===== config.mk =====
export PLATFORM = sky130hd
export DESIGN_NAME = video_pattern_gen
export DESIGN_NICKNAME = d
export VERILOG_FILES = /design/src/rtl/video_pattern_gen.sv
export SDC_FILE = /design/constraint.sdc
export NUM_CORES = 1
export LEC_CHECK = 0
export BUFFER_PORTS_ARGS = -buffer_cell sky130_fd_sc_hd__clkbuf_2
export CAP_MARGIN = 15
export CORE_AREA = 5 5 97 99
export CTS_CLUSTER_DIAMETER = 120
export DETAILED_ROUTE_END_ITERATION = 7
export DIE_AREA = 0 0 102 104
export GPL_ROUTABILITY_DRIVEN = 0
export PLACE_DENSITY = 0.49
export SLEW_MARGIN = 20
export SYNTH_ARGS = -nofsm -noshare
export SYNTH_HDL_FRONTEND = slang
export SYNTH_SLANG_ARGS = --single-unit

===== constraint.sdc =====
create_clock -name p_clk -period 4.5 [get_ports p_clk]
set_input_delay 1.125 -clock p_clk [delete_from_list [all_inputs] [get_ports p_clk]]
set_output_delay 1.125 -clock p_clk [all_outputs]
set_load 0.01 [all_outputs]

===== src/rtl/video_pattern_gen.sv =====
// Synthetic camera source: raster timing generator with selectable 8-bit test patterns.
module video_pattern_gen #(
   parameter int unsigned H_ACTIVE   = 640,
   parameter int unsigned H_BLANK    = 160,
   parameter int unsigned V_ACTIVE   = 480,
   parameter int unsigned V_BLANK    = 45,
   parameter int unsigned CHECK_SIZE = 32
) (
   input  logic       p_clk,
   input  logic       p_resetn,
   input  logic       enable,
   input  logic [1:0] pattern_sel,
   output logic       frame_valid,
   output logic       line_valid,
   output logic [7:0] pixel_out,
   output logic       frame_start,
   output logic [7:0] frame_cnt,
   output logic       busy
);

   localparam int unsigned H_TOTAL = H_ACTIVE + H_BLANK;
   localparam int unsigned V_TOTAL = V_ACTIVE + V_BLANK;
   localparam int unsigned HW      = $clog2(H_TOTAL);
   localparam int unsigned VW      = $clog2(V_TOTAL);
   localparam int unsigned CW      = $clog2(CHECK_SIZE);

   typedef enum logic [1:0] {
      IDLE  = 2'd0,
      RUN   = 2'd1,
      DRAIN = 2'd2
   } state_t;

   state_t          state, state_nx;
   logic [HW-1:0]   h_cnt, h_nx;
   logic [VW-1:0]   v_cnt, v_nx;
   logic [1:0]      pat_q, pat_nx;
   logic [7:0]      fc_nx;
   logic            last_pix;
   logic            act_nx, fv_nx, lv_nx, fs_nx;
   logic [7:0]      pat_pix, pix_nx;

   // State, raster position and latched pattern registers.
   always_ff @(posedge p_clk or negedge p_resetn) begin
      if (!p_resetn) begin
         state <= IDLE;
         h_cnt <= '0;
         v_cnt <= '0;
         pat_q <= '0;
      end else begin
         state <= state_nx;
         h_cnt <= h_nx;
         v_cnt <= v_nx;
         pat_q <= pat_nx;
      end
   end

   // Next-state, counter advance and frame-boundary decisions; frames always run to completion.
   always_comb begin
      state_nx = state;
      h_nx     = h_cnt;
      v_nx     = v_cnt;
      pat_nx   = pat_q;
      fc_nx    = frame_cnt;
      last_pix = (h_cnt == HW'(H_TOTAL - 1)) && (v_cnt == VW'(V_TOTAL - 1));
      case (state)
         IDLE: begin
            h_nx = '0;
            v_nx = '0;
            if (enable) begin
               state_nx = RUN;
               pat_nx   = pattern_sel;
            end
         end
         RUN, DRAIN: begin
            if (last_pix) begin
               fc_nx = frame_cnt + 8'd1;
               h_nx  = '0;
               v_nx  = '0;
               if (enable) begin
                  state_nx = RUN;
                  pat_nx   = pattern_sel;
               end else begin
                  state_nx = IDLE;
               end
            end else begin
               state_nx = enable ? RUN : DRAIN;
               if (h_cnt == HW'(H_TOTAL - 1)) begin
                  h_nx = '0;
                  v_nx = v_cnt + VW'(1);
               end else begin
                  h_nx = h_cnt + HW'(1);
               end
            end
         end
         default: begin
            state_nx = IDLE;
            h_nx     = '0;
            v_nx     = '0;
         end
      endcase
   end

   // Output values for the pixel that will be presented after the next edge.
   always_comb begin
      act_nx = (state_nx != IDLE);
      fv_nx  = act_nx && (v_nx < VW'(V_ACTIVE));
      lv_nx  = fv_nx && (h_nx < HW'(H_ACTIVE));
      fs_nx  = act_nx && (h_nx == '0) && (v_nx == '0);
      case (pat_nx)
         2'd0:    pat_pix = 8'(h_nx);
         2'd1:    pat_pix = 8'(v_nx);
         2'd2:    pat_pix = (h_nx[CW] ^ v_nx[CW]) ? 8'h00 : 8'hFF;
         default: pat_pix = 8'(h_nx) + 8'(v_nx) + fc_nx;
      endcase
      pix_nx = lv_nx ? pat_pix : 8'h00;
   end

   // Registered video outputs and status.
   always_ff @(posedge p_clk or negedge p_resetn) begin
      if (!p_resetn) begin
         frame_valid <= 1'b0;
         line_valid  <= 1'b0;
         pixel_out   <= 8'h00;
         frame_start <= 1'b0;
         frame_cnt   <= 8'h00;
         busy        <= 1'b0;
      end else begin
         frame_valid <= fv_nx;
         line_valid  <= lv_nx;
         pixel_out   <= pix_nx;
         frame_start <= fs_nx;
         frame_cnt   <= fc_nx;
         busy        <= act_nx;
      end
   end

endmodule


======== Word-level counts from Yosys, hierarchy flattened ========
Index checks and enable logic that the tools add are counted.
storage, ports and cells
  register bits after elaboration ......... 44
  input port bits ......................... 5
  logic and storage cells ................. 54
  output and inout bits ................... 20
operators by class
  reductions and logical operators ........ 11
  order comparisons ....................... 2
  equal/unequal tests ..................... 6
  mux-type cells .......................... 19
  $add $sub $neg .......................... 5
  bitwise gates (word level) .............. 1
operators with widths
  kind                                                                            number
  10-bit 2-to-1 mux                                                               6
  8-bit 2-to-1 mux                                                                4
  8-bit one-hot mux with 3 select lines                                           1
  10-bit by 1-bit adder with 10-bit output (second input constant)                2
  10-bit == test (second input constant)                                          2
  10-bit zero test                                                                2
  8-bit adder                                                                     2
  10-bit less-than comparator (second input constant)                             1
  10-bit by 9-bit less-than comparator with 1-bit output (second input constant)  1
  2-bit 2-to-1 mux                                                                5
  8-bit by 1-bit adder with 8-bit output (second input constant)                  1
  2-bit one-hot mux with 2 select lines                                           2
  1-bit logical AND                                                               5
  2-bit by 1-bit == test with 1-bit output (second input constant)                2
  2-bit == test (second input constant)                                           2
  2-bit zero test                                                                 2
  2-bit nonzero test                                                              1
  2-bit OR reduction                                                              1
  1-bit 2-to-1 mux                                                                1
  1-bit XOR                                                                       1

======== Depth between registers and ports, before layout ========
Gate-level depths: netlist (run 1).
  word-level depth ........................ 8
  gate-level depth with buffers ........... 18
  gate-level depth less buffers ........... 18

======== Worst setup path after synthesis (run 1) ========
No wires, ideal clock.
  path type ............................... reg-to-reg
  from .................................... register h_cnt[0]
  to ...................................... register pixel_out[7]
  setup time .............................. 87 ps
  path slack .............................. 351 ps
  buffers on the path ..................... 2
  data arrival time ....................... 4,062 ps
  cell stages (with the launch flop) ...... 19
  required time ........................... 4,413 ps
  period minus slack after synthesis ...... 4,149 ps
  path through ............................ dfrtp_1 > ha_1 > and4_1 > buf_2 > nand4_2 > o21ai_2 > clkbuf_1 > or2_2 > fa_1 > inv_1 > ha_1 > fa_1 > a211oi_1 > o21bai_1 > a21oi_1 > xnor3_1 > mux2i_1 > xnor2_1 > a211oi_2
between the ends
  word-level cells in the longest chain between the ends .. 8
  elaborated cells between the ends (all ways) .. 29
  classes of those cells .................. add/sub: 3; order compare: 2; eq/ne: 3; mux: 15; bitwise: 1; reduce/logical: 5
ends and longest elaborated chain
  what                                                                        line        source
  start, declared                                                             34          logic [HW-1:0] h_cnt, h_nx;
  start signal, assigned                                                      51          h_cnt <= h_nx;
  10-bit by 1-bit adder with 10-bit output or 10-bit == test (tied branches)  91, 64, 87
  10-bit 2-to-1 mux or 1-bit logical AND (tied branches)                      87, 64
  10-bit 2-to-1 mux or 2-bit 2-to-1 mux (tied branches)                       75          if (last_pix) begin
  10-bit 2-to-1 mux or 2-bit one-hot mux with 2 select lines (tied branches)  65          case (state)
  8-bit adder, or another cell as far along (2 in series)                     113         default: pat_pix = 8'(h_nx) + 8'(v_nx) + fc_nx;
  8-bit one-hot mux with 3 select lines or 1-bit logical AND (tied branches)  109, 107
  8-bit 2-to-1 mux *                                                          115         pix_nx = lv_nx ? pat_pix : 8'h00;
  via pix_nx[7]                                                               40          logic [7:0] pat_pix, pix_nx;
  end signal, assigned                                                        130         pixel_out <= pix_nx;
  end, declared                                                               15          output logic [7:0] pixel_out,
Mark *: on every way through the listed nets, which the timed path passes. The rest lies on a longest branch.

======== Worst setup path in the final report (run 1) ========
  from .................................... register v_cnt[5]
  to ...................................... register pixel_out[7]
between the ends
  word-level cells in the longest chain between the ends .. 8
  elaborated cells between the ends (all ways) .. 28
  classes of those cells .................. add/sub: 3; order compare: 2; eq/ne: 3; mux: 14; bitwise: 1; reduce/logical: 5
ends and longest elaborated chain
  what                                                                        line      source
  start, declared                                                             35        logic [VW-1:0] v_cnt, v_nx;
  start signal, assigned                                                      52        v_cnt <= v_nx;
  10-bit by 1-bit adder with 10-bit output or 10-bit == test (tied branches)  89, 64
  10-bit 2-to-1 mux or 1-bit logical AND (tied branches)                      87, 64
  10-bit 2-to-1 mux or 2-bit 2-to-1 mux (tied branches)                       75
  10-bit 2-to-1 mux or 2-bit one-hot mux with 2 select lines (tied branches)  65
  8-bit adder, or another cell as far along (2 in series)                     113
  8-bit one-hot mux with 3 select lines or 1-bit logical AND (tied branches)  109, 107
  8-bit 2-to-1 mux *                                                          115
  via pix_nx[7]                                                               40
Marked as above.

==> summary.txt, run 1 <==
GRT
  – Vias in the first global route: 2413
  – Largest net degree at the start of global routing: 33
  – Initial antenna violation count: 0
  – Remaining Overflow, GRT: 0
  – GR Util met3: 2.012%
  – M2 GR Usage: 24.79%
  – Total global-route track usage: 15.58%
  – GR met1 Demand/Resource: 22.13%
  – Global route hottest layer: met2
  – Global-route wire length before repair: 12.87 mm

Yosys
  – Top_reg_cell synth: dfrtp_1
  – Yosys warnings: 0
  – Cell variety after synth: 53
  – Ranking of synthesized cells by area: dfrtp_1 (38%), ha_1 (5.7%), fa_1 (5.6%)
  – Most frequent cell after synthesis: dfrtp_1
  – Post-synth top area share: 38.39%
  – Syn_nets: 331
  – Yosys reg bits: 44
  – Syn Area/Cell: 9.402 um2
  – EDFF count, synth: 0
  – Sequential-to-total area share from yosys stat: 38.39%
  – Syn Std Cell Area: 2868 um2
  – Synth Instances: 305
  – Post-synth top cells: dfrtp_1 (44), inv_1 (26), nand2_1 (25)
  – Async SR Flop Fraction: 100.0%
  – Leading area contributor after synthesis: dfrtp_1

Critical path
  – Reg2reg start: v_cnt[5]
  – Critical path endpoint category: flop
  – CP endpoint: pixel_out[7]
  – WS Path Type: flop to flop
  – CP Cell Sequence: or4b_1 > or2_4 > nor2_4 > nand2_2 > mux2i_2 > fa_1 > inv_1 > ha_1 > fa_2 > a211oi_2 > o21bai_1 > a21oi_1 > xnor3_1 > mux2i_2 > xnor2_1 > a211oi_2
  – Worst EP arrival: 4.47 ns
  – Worst Path Max Fanout: 6
  – Cells on worst reg2reg path: 16
  – Worst Setup SP: v_cnt[5]
  – Type of origin of the critical path: flop
  – Flop-to-flop setup slack: 0.25 ns
  – Worst path max stage delay: 0.60 ns
  – CP max-delay cell: or4b_1
  – Reg-to-Reg End: pixel_out[7]
  – WP data required: 4.72 ns

STA
  – Slew headroom: 37.13%
  – FMAX: 235.2 MHz
  – Final slew viol count: 0
  – Clock skew: 0.003993 ns
  – Worst setup margin: 0.2477 ns
  – Final setup fails: 0
  – Setup TNS: 0 ns
  – Final hold violation count: 0
  – Worst-Margin Slew: 0.9429 ns
  – Final Cycle Share: 94.50%
  – Tmin final: 4.252 ns
  – RSZ-0062 raised after global routing: no

Detailed routing
  – Drc violations: 0
  – Number of routed nets with antenna violations: 0
  – Via count: 2331
  – Final WL: 7.668 mm
  – DR WL/cell: 16.78 um
  – Drt first pass iters: 4
  – Vias per inst: 5.101
  – Starting DRT DRC Count: 89

Floorplanning
  – Die height: 104 um
  – Num rows: 34
  – Die Span X: 102 um
  – Core area: 8466 um2
  – Initial Utilization: 33.88%
  – # IOs: 25
  – Die Area: 10610 um2

Pwr
  – Clock share of power: 18.6%
  – Static leakage: 1.607 nW
  – Comb pwr share: 46.5%
  – Switching pwr: 0.0005816 W
  – Seq pwr share: 34.9%
  – Peak supply drop: 181.6 uV
  – Sw frac: 40.78%
  – Power Density: 420.9 nW/um2
  – Pint: 0.0008445 W

Clock network
  – CTS clk-pin slew, worst paths: 0.09 ns
  – Worst-skew pair later-pin latency: 0.30 ns
  – Post-CTS Hold Buffers: 0
  – CTS tree: yes
  – Max Root-Sink Buffers: 2
  – Num CTS Buffers: 5
  – CTS sink count: 44
  – CTS H-Tree Depth: 2
  – Root Buffer: clkbuf_8

Layout
  – Fill count: 858
  – Area Overhead vs Synth: 18.15%
  – Multi-input logic area: 1672 um2
  – # diodes: 0
  – Seq. cell area: 1101 um2
  – Nets: 374
  – Layout cell share with drive strength beyond 1: 21.78%

Worst hold path
  – Min-Delay Path Class: flop to flop
  – Hold Crit Depth: 1

Placed design
  – Detailed Place HPWL: 6.052 mm
  – Place WS: 0.1105 ns
  – Number of port buffers: 24

Status
  – Status: finished clean

Flow run
  – Number of max-cap violations: 0
==> sequential cells by signal, indices dropped and copies added (netlist names) <==
signal / cells
pixel_out: 8
frame_valid: 1
frame_cnt: 8
state: 2
v_cnt: 10
busy: 1
frame_start: 1
line_valid: 1
pat_q: 2
h_cnt: 10
==> area by class of cell <==
cell class | instances | area share, %
repair buffers | 46 | 8.420
inverters | 27 | 2.991
clock buffers | 7 | 2.548
flip-flops and latches | 44 | 32.50
multi-input cells | 224 | 49.34
clock inverters | 1 | 0.2216
well taps | 108 | 3.988
==> routing by layer <==
metal / up-vias / wire, um / part of all wire, %
met2: 38 / 3695 / 48
met1: 1135 / 3616 / 47
li1: 1148 / - / -
met3: 10 / 206 / 2.7
met5: - / 0 / 0
met4: 0 / 150 / 2.0
==> critical path, delay by kind of cell, from the launching register on <==
kind	cells	cell delay (ns)
mux	2	0.36
xor+xnor	2	0.41
buf+inv	1	0.05
fa+ha+maj	3	1.15
flops	1	0.43
simple gates	4	1.11
compound gates	4	0.65
==> stage by stage <==
| step | area [um2] | total power, W | hold slack, ns | util [%] | cells |
|---|---|---|---|---|---|
| 6_report | 3388 | 0.001426 | 0.5620 | 40.02 | 457 |
| 5_1_grt | 3388 | 0.001538 | 0.6194 | 40.02 | 457 |
| 4_1_cts | 3326 | 0.001444 | 0.5708 | 39.28 | 455 |
| 3_5_place_dp | 3232 | 0.001175 | 0.5546 | 38.18 | 447 |
| 3_3_place_gp | 3232 | 0.001175 | 0.5548 | 38.18 | 447 |
| 2_1_floorplan | 2868 | 0.0009279 | 0.5349 | - | 305 |
==> how the worst min path moves through the flow <==
| stage | start | end | slack [ns] |
|---|---|---|---|
| 2_1_floorplan | v_cnt[9] | v_cnt[9] | 0.53 |
| 3_3_place_gp | frame_cnt[4] | frame_cnt[4] | 0.55 |
| 3_5_place_dp | frame_cnt[4] | frame_cnt[4] | 0.55 |
| 4_1_cts | frame_cnt[4] | frame_cnt[4] | 0.57 |
| 5_1_grt | frame_cnt[4] | frame_cnt[4] | 0.62 |
| 6_report | frame_cnt[4] | frame_cnt[4] | 0.56 |
==> power by group through the flow <==
| stage | Combinational (W) | Sequential (W) | Clock [W] |
|---|---|---|---|
| after floorplan | 0.000400 | 0.000527 | 0 |
| after global placement | 0.000668 | 0.000507 | 0 |
| after detailed placement | 0.000668 | 0.000507 | 0 |
| after CTS | 0.000671 | 0.000500 | 0.000274 |
| after global routing | 0.000741 | 0.000507 | 0.000289 |
| final | 0.000662 | 0.000498 | 0.000265 |
==> logic make-up after synthesis <==
| kind of cell | synth area share [%] |
|---|---|
| simple gates | 20.46 |
| xor+xnor | 8.726 |
| flops | 38.39 |
| compound gates | 12.17 |
| buf+inv | 5.104 |
| fa+ha+maj | 11.26 |
| mux | 3.883 |
==> placed cells by master, fill, tap and decap left out, types with 6 or more instances in the layout <==
cell type and count:
xnor2_1 14, nor3_1 9, nor2_1 22, o21ai_0 10, clkbuf_8 6, nand4_1 8
clkbuf_2 24, fa_1 7, a21oi_1 18, inv_1 26, nand3_1 9, xor2_1 10
a211oi_1 9, nand2_1 24, dfrtp_1 44, buf_4 22, ha_1 13, or3_1 6
mux2i_1 8
==> repair_timing <==
| action | 4_1_cts | 5_1_grt |
|---|---|---|
| setup endpoints to repair | 0 | 2 |
| setup buffers | 0 | 2 |
| gates resized for setup | 0 | 12 |
| endpoints found under the hold margin | 0 | 0 |
Power figures use the tool's default switching activity.
==> run 2: changes to the inputs <==
--- a/config.mk
+++ b/config.mk
@@ -5,8 +5,8 @@
 export SDC_FILE = /design/constraint.sdc
 export NUM_CORES = 1
 export LEC_CHECK = 0
-export BUFFER_PORTS_ARGS = -buffer_cell sky130_fd_sc_hd__clkbuf_2
-export CAP_MARGIN = 15
+export BUFFER_PORTS_ARGS = -buffer_cell sky130_fd_sc_hd__buf_2
+export CAP_MARGIN = 25
 export CORE_AREA = 5 5 97 99
 export CTS_CLUSTER_DIAMETER = 120
 export DETAILED_ROUTE_END_ITERATION = 7
==> run 2 against run 1 <==
Effect of this change:
- hold slack improved by 0.016 ns
- utilization is 0.10 points lower
- cell area down 0.26%
- critical path depth unchanged
- critical endpoint unchanged
- combinational power is 2% lower
- cell count fell by 0.22%
- largest cell class unchanged
- via count fell by 1.5%
- register-to-register slack gained 0.04 ns
- clock skew is essentially flat
- flip-flop and latch count is the same
- routed wire length decreased by 4.3%
==> summary.txt, run 2 (synthesis gave the netlist of run 1 again) <==
Clock network
  – CTS clk-pin slew, worst paths: 0.08 ns
  – Num CTS Buffers: 5
  – CTS tree: yes
  – Post-CTS Hold Buffers: 0
  – CTS sink count: 44
  – Root Buffer: clkbuf_8
  – Worst-skew pair later-pin latency: 0.29 ns
  – CTS H-Tree Depth: 2
  – Max Root-Sink Buffers: 2

Floorplanning
  – Initial Utilization: 33.88%
  – Num rows: 34
  – Core area: 8466 um2
  – # IOs: 25
  – Die height: 104 um
  – Die Span X: 102 um
  – Die Area: 10610 um2

Layout
  – Nets: 373
  – Commonest non-fill, non-tap cell in the layout: dfrtp_1
  – Area Overhead vs Synth: 17.84%
  – # diodes: 0
  – Regs by FF count: h_cnt x10, v_cnt x10
  – Layout cell share with drive strength beyond 1: 20.40%
  – Most frequent cells in the layout: dfrtp_1 (44), inv_1 (26), nand2_1 (24), buf_2 (24), nor2_1 (22)

Detailed routing
  – Vias per inst: 5.037
  – Drc violations: 0
  – Drt first pass iters: 5
  – Number of routed nets with antenna violations: 0
  – Final WL: 7.338 mm
  – Starting DRT DRC Count: 125
  – Via count: 2297
  – DR WL/cell: 16.09 um

Critical path
  – Worst Path Max Fanout: 6
  – CP Cell Sequence: or4b_1 > or2_1 > nor2_2 > nand2_2 > mux2i_1 > fa_1 > inv_1 > ha_1 > fa_1 > a211oi_1 > o21bai_1 > a21oi_1 > xnor3_1 > mux2i_1 > xnor2_1 > a211oi_2
  – Worst EP arrival: 4.34 ns
  – WP data required: 4.63 ns
  – Worst path max stage delay: 0.59 ns
  – Type of origin of the critical path: flop
  – CP bufs+invs: 1
  – CP max-delay cell: or4b_1
  – Critical path endpoint category: flop
  – Critical path's top delay family: simple AND/OR/NAND/NOR gates
  – WS Path Type: flop to flop

GRT
  – Global-route wire length before repair: 12.16 mm
  – Remaining Overflow, GRT: 0
  – Vias in the first global route: 2269
  – Largest net degree at the start of global routing: 24
  – Initial antenna violation count: 0
  – Total global-route track usage: 14.76%

Pwr
  – Peak supply drop: 178.2 uV
  – Static leakage: 1.631 nW
  – Power Density: 414.5 nW/um2
  – Total power: 0.001401 W

STA
  – Worst-Margin Slew: 0.9363 ns
  – FMAX: 237.6 MHz
  – Final slew viol count: 0
  – Final setup fails: 0
  – Slew headroom: 37.57%
  – Tmin final: 4.209 ns
  – Setup TNS: 0 ns
  – Final Cycle Share: 93.54%
  – RSZ-0062 raised after global routing: no
  – Clock skew: 0.003980 ns
  – Final hold violation count: 0

Placed design
  – Number of port buffers: 24
  – Detailed Place HPWL: 5.962 mm

Status
  – Status: finished clean

Flow run
  – Number of max-cap violations: 0

Worst hold path
  – Min-Delay Path Class: flop to flop
==> run 2: changes by cell type in the layout (fill, tap and decap cells not counted), sizes merged <==
cell,delta
buf,+23
clkbuf,-24
==> run 2: per-stage QoR <==
stage	hold slack, ns	util, %	area (um2)	cells	setup slack [ns]
6_report	0.5775	39.92	3379	456	0.2908
5_1_grt	0.6086	39.92	3379	456	0.04699
4_1_cts	0.5707	39.52	3346	455	0.1190
3_5_place_dp	0.5489	38.41	3252	447	0.1452
3_3_place_gp	0.5508	38.09	3224	446	0.1274
2_1_floorplan	0.5349	-	2868	305	0.3508
==> run 2: worst reg2reg max path: stages (launching register included) <==
cell      delay (ns)
dfrtp_1         0.43
or4b_1          0.59
or2_1           0.29
nor2_2          0.13
nand2_2         0.10
mux2i_1         0.17
fa_1            0.50
inv_1           0.04
ha_1            0.21
fa_1            0.39
a211oi_1        0.21
o21bai_1        0.12
a21oi_1         0.17
xnor3_1         0.26
mux2i_1         0.20
xnor2_1         0.15
a211oi_2        0.09
==> run 2: where the power goes <==
part           switching, W  internal, W
clock network      0.000132     0.000125
logic              0.000405     0.000243
registers         0.0000277     0.000468
total              0.000565     0.000835
==> run 2: cell type report <==
class / instances / area [um2]
multi-input cells: 224 / 1650
clock buffers: 7 / 86.33
repair buffers: 45 / 297.8
well taps: 108 / 135.1
fillers: 861 / 5086
flip-flops and latches: 44 / 1101
inverters: 27 / 101.3
clock inverters: 1 / 7.507
==> run 2: final timing paths <==
check,to,startpoint,cells after the start,slack [ns]
worst max-delay path,pixel_out[7],v_cnt[5],16,0.29
worst max register to register,pixel_out[7],v_cnt[5],16,0.29
max in group asynchronous,pixel_out[0],p_resetn,2,3.18
worst min register to register,frame_cnt[4],frame_cnt[4],1,0.58
worst min-delay path,frame_cnt[4],frame_cnt[4],1,0.58
min in group asynchronous,frame_cnt[6],p_resetn,1,0.81
==> run 2: layer usage <==
metal | wire length, um | GRT usage [%] | vias up
li1 | - | - | 1149
met1 | 3367 | 20.16 | 1101
met2 | 3633 | 24.14 | 43
met3 | 235 | 1.945 | 4
met4 | 102 | 4.405 | 0
met5 | 0 | 0 | -
==> run 2: what timing repair did <==
item | 4_1_cts | 5_1_grt
gates resized for setup | 0 | 7
setup buffers | 0 | 1
endpoints found under the setup margin | 0 | 1
==> run 3: changes to the inputs <==
--- a/config.mk
+++ b/config.mk
@@ -12,7 +12,7 @@
 export DETAILED_ROUTE_END_ITERATION = 7
 export DIE_AREA = 0 0 102 104
 export GPL_ROUTABILITY_DRIVEN = 0
-export PLACE_DENSITY = 0.49
+export PLACE_DENSITY_LB_ADDON = 0.15
 export SLEW_MARGIN = 20
 export SYNTH_ARGS = -nofsm -noshare
 export SYNTH_HDL_FRONTEND = slang
==> run 3 against run 2 <==
Effect of this change:
- combinational power rose by 1%
- register-to-register slack barely moved
- highest routed layer unchanged
- non-clock buffer count did not move
- via count rose by 1.6%
==> summary.txt, run 3 (synthesis gave the netlist of run 1 again) <==
Status
  – Status: finished clean

Pwr
  – Peak supply drop: 185.0 uV
  – Static leakage: 1.625 nW
  – Power Density: 417.1 nW/um2

Detailed routing
  – DR WL/cell: 16.61 um
  – Drt first pass iters: 4
  – Vias per inst: 5.118
  – Via count: 2334
  – Final WL: 7.574 mm
  – Drc violations: 0
  – Starting DRT DRC Count: 130
  – Number of routed nets with antenna violations: 0

STA
  – FMAX: 237.5 MHz
  – Worst-Margin Slew: 0.8945 ns
  – Final hold slack: 0.5666 ns
  – RSZ-0062 raised after global routing: no
  – Setup TNS: 0 ns
  – Final Cycle Share: 93.58%
  – Final slew viol count: 0
  – Clock skew: 0.007028 ns
  – Final hold violation count: 0
  – Tmin final: 4.211 ns
  – Slew headroom: 40.36%
  – Final setup fails: 0

Clock network
  – Max Root-Sink Buffers: 2
  – Worst-skew pair later-pin latency: 0.29 ns
  – CTS clk-pin slew, worst paths: 0.09 ns
  – CTS H-Tree Depth: 2
  – CTS sink count: 44
  – Num CTS Buffers: 5
  – CTS tree: yes
  – Root Buffer: clkbuf_8

Layout
  – Nets: 373
  – Layout cell share with drive strength beyond 1: 21.26%
  – Fill count: 852
  – Area Overhead vs Synth: 18.28%
  – # diodes: 0
  – Seq. cell area: 1101 um2
  – Regs by FF count: h_cnt x10, v_cnt x10
  – Multi-input logic area: 1670 um2
  – Commonest non-fill, non-tap cell in the layout: dfrtp_1
  – Most frequent cells in the layout: dfrtp_1 (44), inv_1 (26), nand2_1 (24), buf_2 (24), nor2_1 (22)

Critical path
  – Worst Path Max Fanout: 5
  – WP data required: 4.71 ns
  – WS Path Type: flop to flop
  – Worst EP arrival: 4.42 ns
  – Worst path max stage delay: 0.55 ns
  – CP max-delay cell: fa_1
  – CP Cell Sequence: inv_1 > ha_1 > or3b_2 > or2_1 > nor2_2 > nand2_2 > nor2_2 > buf_4 > nand2_1 > xnor2_2 > fa_1 > ha_4 > a211oi_2 > o21bai_1 > a21oi_2 > xnor3_1 > mux2i_1 > xnor2_1 > a211oi_2
  – Critical path endpoint category: flop
  – Type of origin of the critical path: flop

Placed design
  – Detailed Place HPWL: 6.118 mm
  – Number of port buffers: 24

Floorplanning
  – Die Span X: 102 um
  – Core area: 8466 um2
  – Initial Utilization: 33.88%
  – Die height: 104 um
  – Num rows: 34
  – # IOs: 25
  – Die Area: 10610 um2

GRT
  – Initial antenna violation count: 0
  – Vias in the first global route: 2392
  – Remaining Overflow, GRT: 0
  – Global-route wire length before repair: 12.63 mm
  – Total global-route track usage: 15.18%
  – Largest net degree at the start of global routing: 30

Worst hold path
  – Min-Delay Path Class: flop to flop

Flow run
  – Number of max-cap violations: 0
## run 3: routing by layer
layer	up-vias	global-route usage (%)	share of wire [%]
met5	-	0	0
met4	0	3.561	1.1
met3	4	1.945	5.4
met2	57	24.23	49
met1	1128	21.70	44
li1	1145	-	-
## run 3: stage by stage
stage               power (W)  instance area, um2  util (%)  setup slack (ns)  std cells
detailed placement   0.001165                3244     38.32            0.1321        447
floorplan           0.0009279                2868         -            0.3508        305
CTS                  0.001440                3338     39.43            0.1233        455
global placement     0.001166                3224     38.09            0.2122        446
finish               0.001415                3392     40.07            0.2889        456
global route         0.001520                3392     40.07           0.01403        456
## run 3: worst max-delay path: cells and delay by family, from the launching register on
| kind | cells | cell delay, ns |
|---|---|---|
| AND/OR/NAND/NOR | 6 | 1.21 |
| adder cells (fa/ha/maj) | 3 | 0.94 |
| AO/OA/AOI/OAI | 4 | 0.63 |
| XOR/XNOR | 3 | 0.50 |
| flip-flops | 1 | 0.42 |
| buffers and inverters | 2 | 0.23 |
| multiplexers | 1 | 0.19 |
## run 3: worst paths after layout
check / startpoint / end / slack [ns] / cells past startpoint
max: v_cnt[1] / pixel_out[7] / 0.29 / 19
min: frame_cnt[4] / frame_cnt[4] / 0.57 / 1
max reg2reg: v_cnt[1] / pixel_out[7] / 0.29 / 19
min reg2reg: frame_cnt[4] / frame_cnt[4] / 0.57 / 1
max in group asynchronous: p_resetn / pat_q[0] / 3.24 / 2
min in group asynchronous: p_resetn / h_cnt[7] / 0.75 / 1
## run 3: final cells by class
cell class	instances	area share, %
Clock buffer	7	2.545
Clock inverter	1	0.2213
Inverter	27	2.988
Multi-Input combinational cell	224	49.24
Sequential cell	44	32.46
Tap cell	108	3.984
Timing Repair Buffer	45	8.558
## run 3: what timing repair did
action / CTS / global route
hold buffers: 0 / 0
endpoints found under the setup margin: 0 / 2
buffers inserted: 0 / 1
gates resized for setup: 0 / 10
## run 3: report_power, final
| group | total, W | leakage, nW | internal, W | switching [W] |
|---|---|---|---|---|
| logic | 0.000655 | 0.987 | 0.000243 | 0.000413 |
| clock network | 0.000265 | 0.0445 | 0.000125 | 0.000139 |
| registers | 0.000495 | 0.594 | 0.000468 | 0.0000270 |
| total | 0.00141 | 1.63 | 0.000836 | 0.000579 |
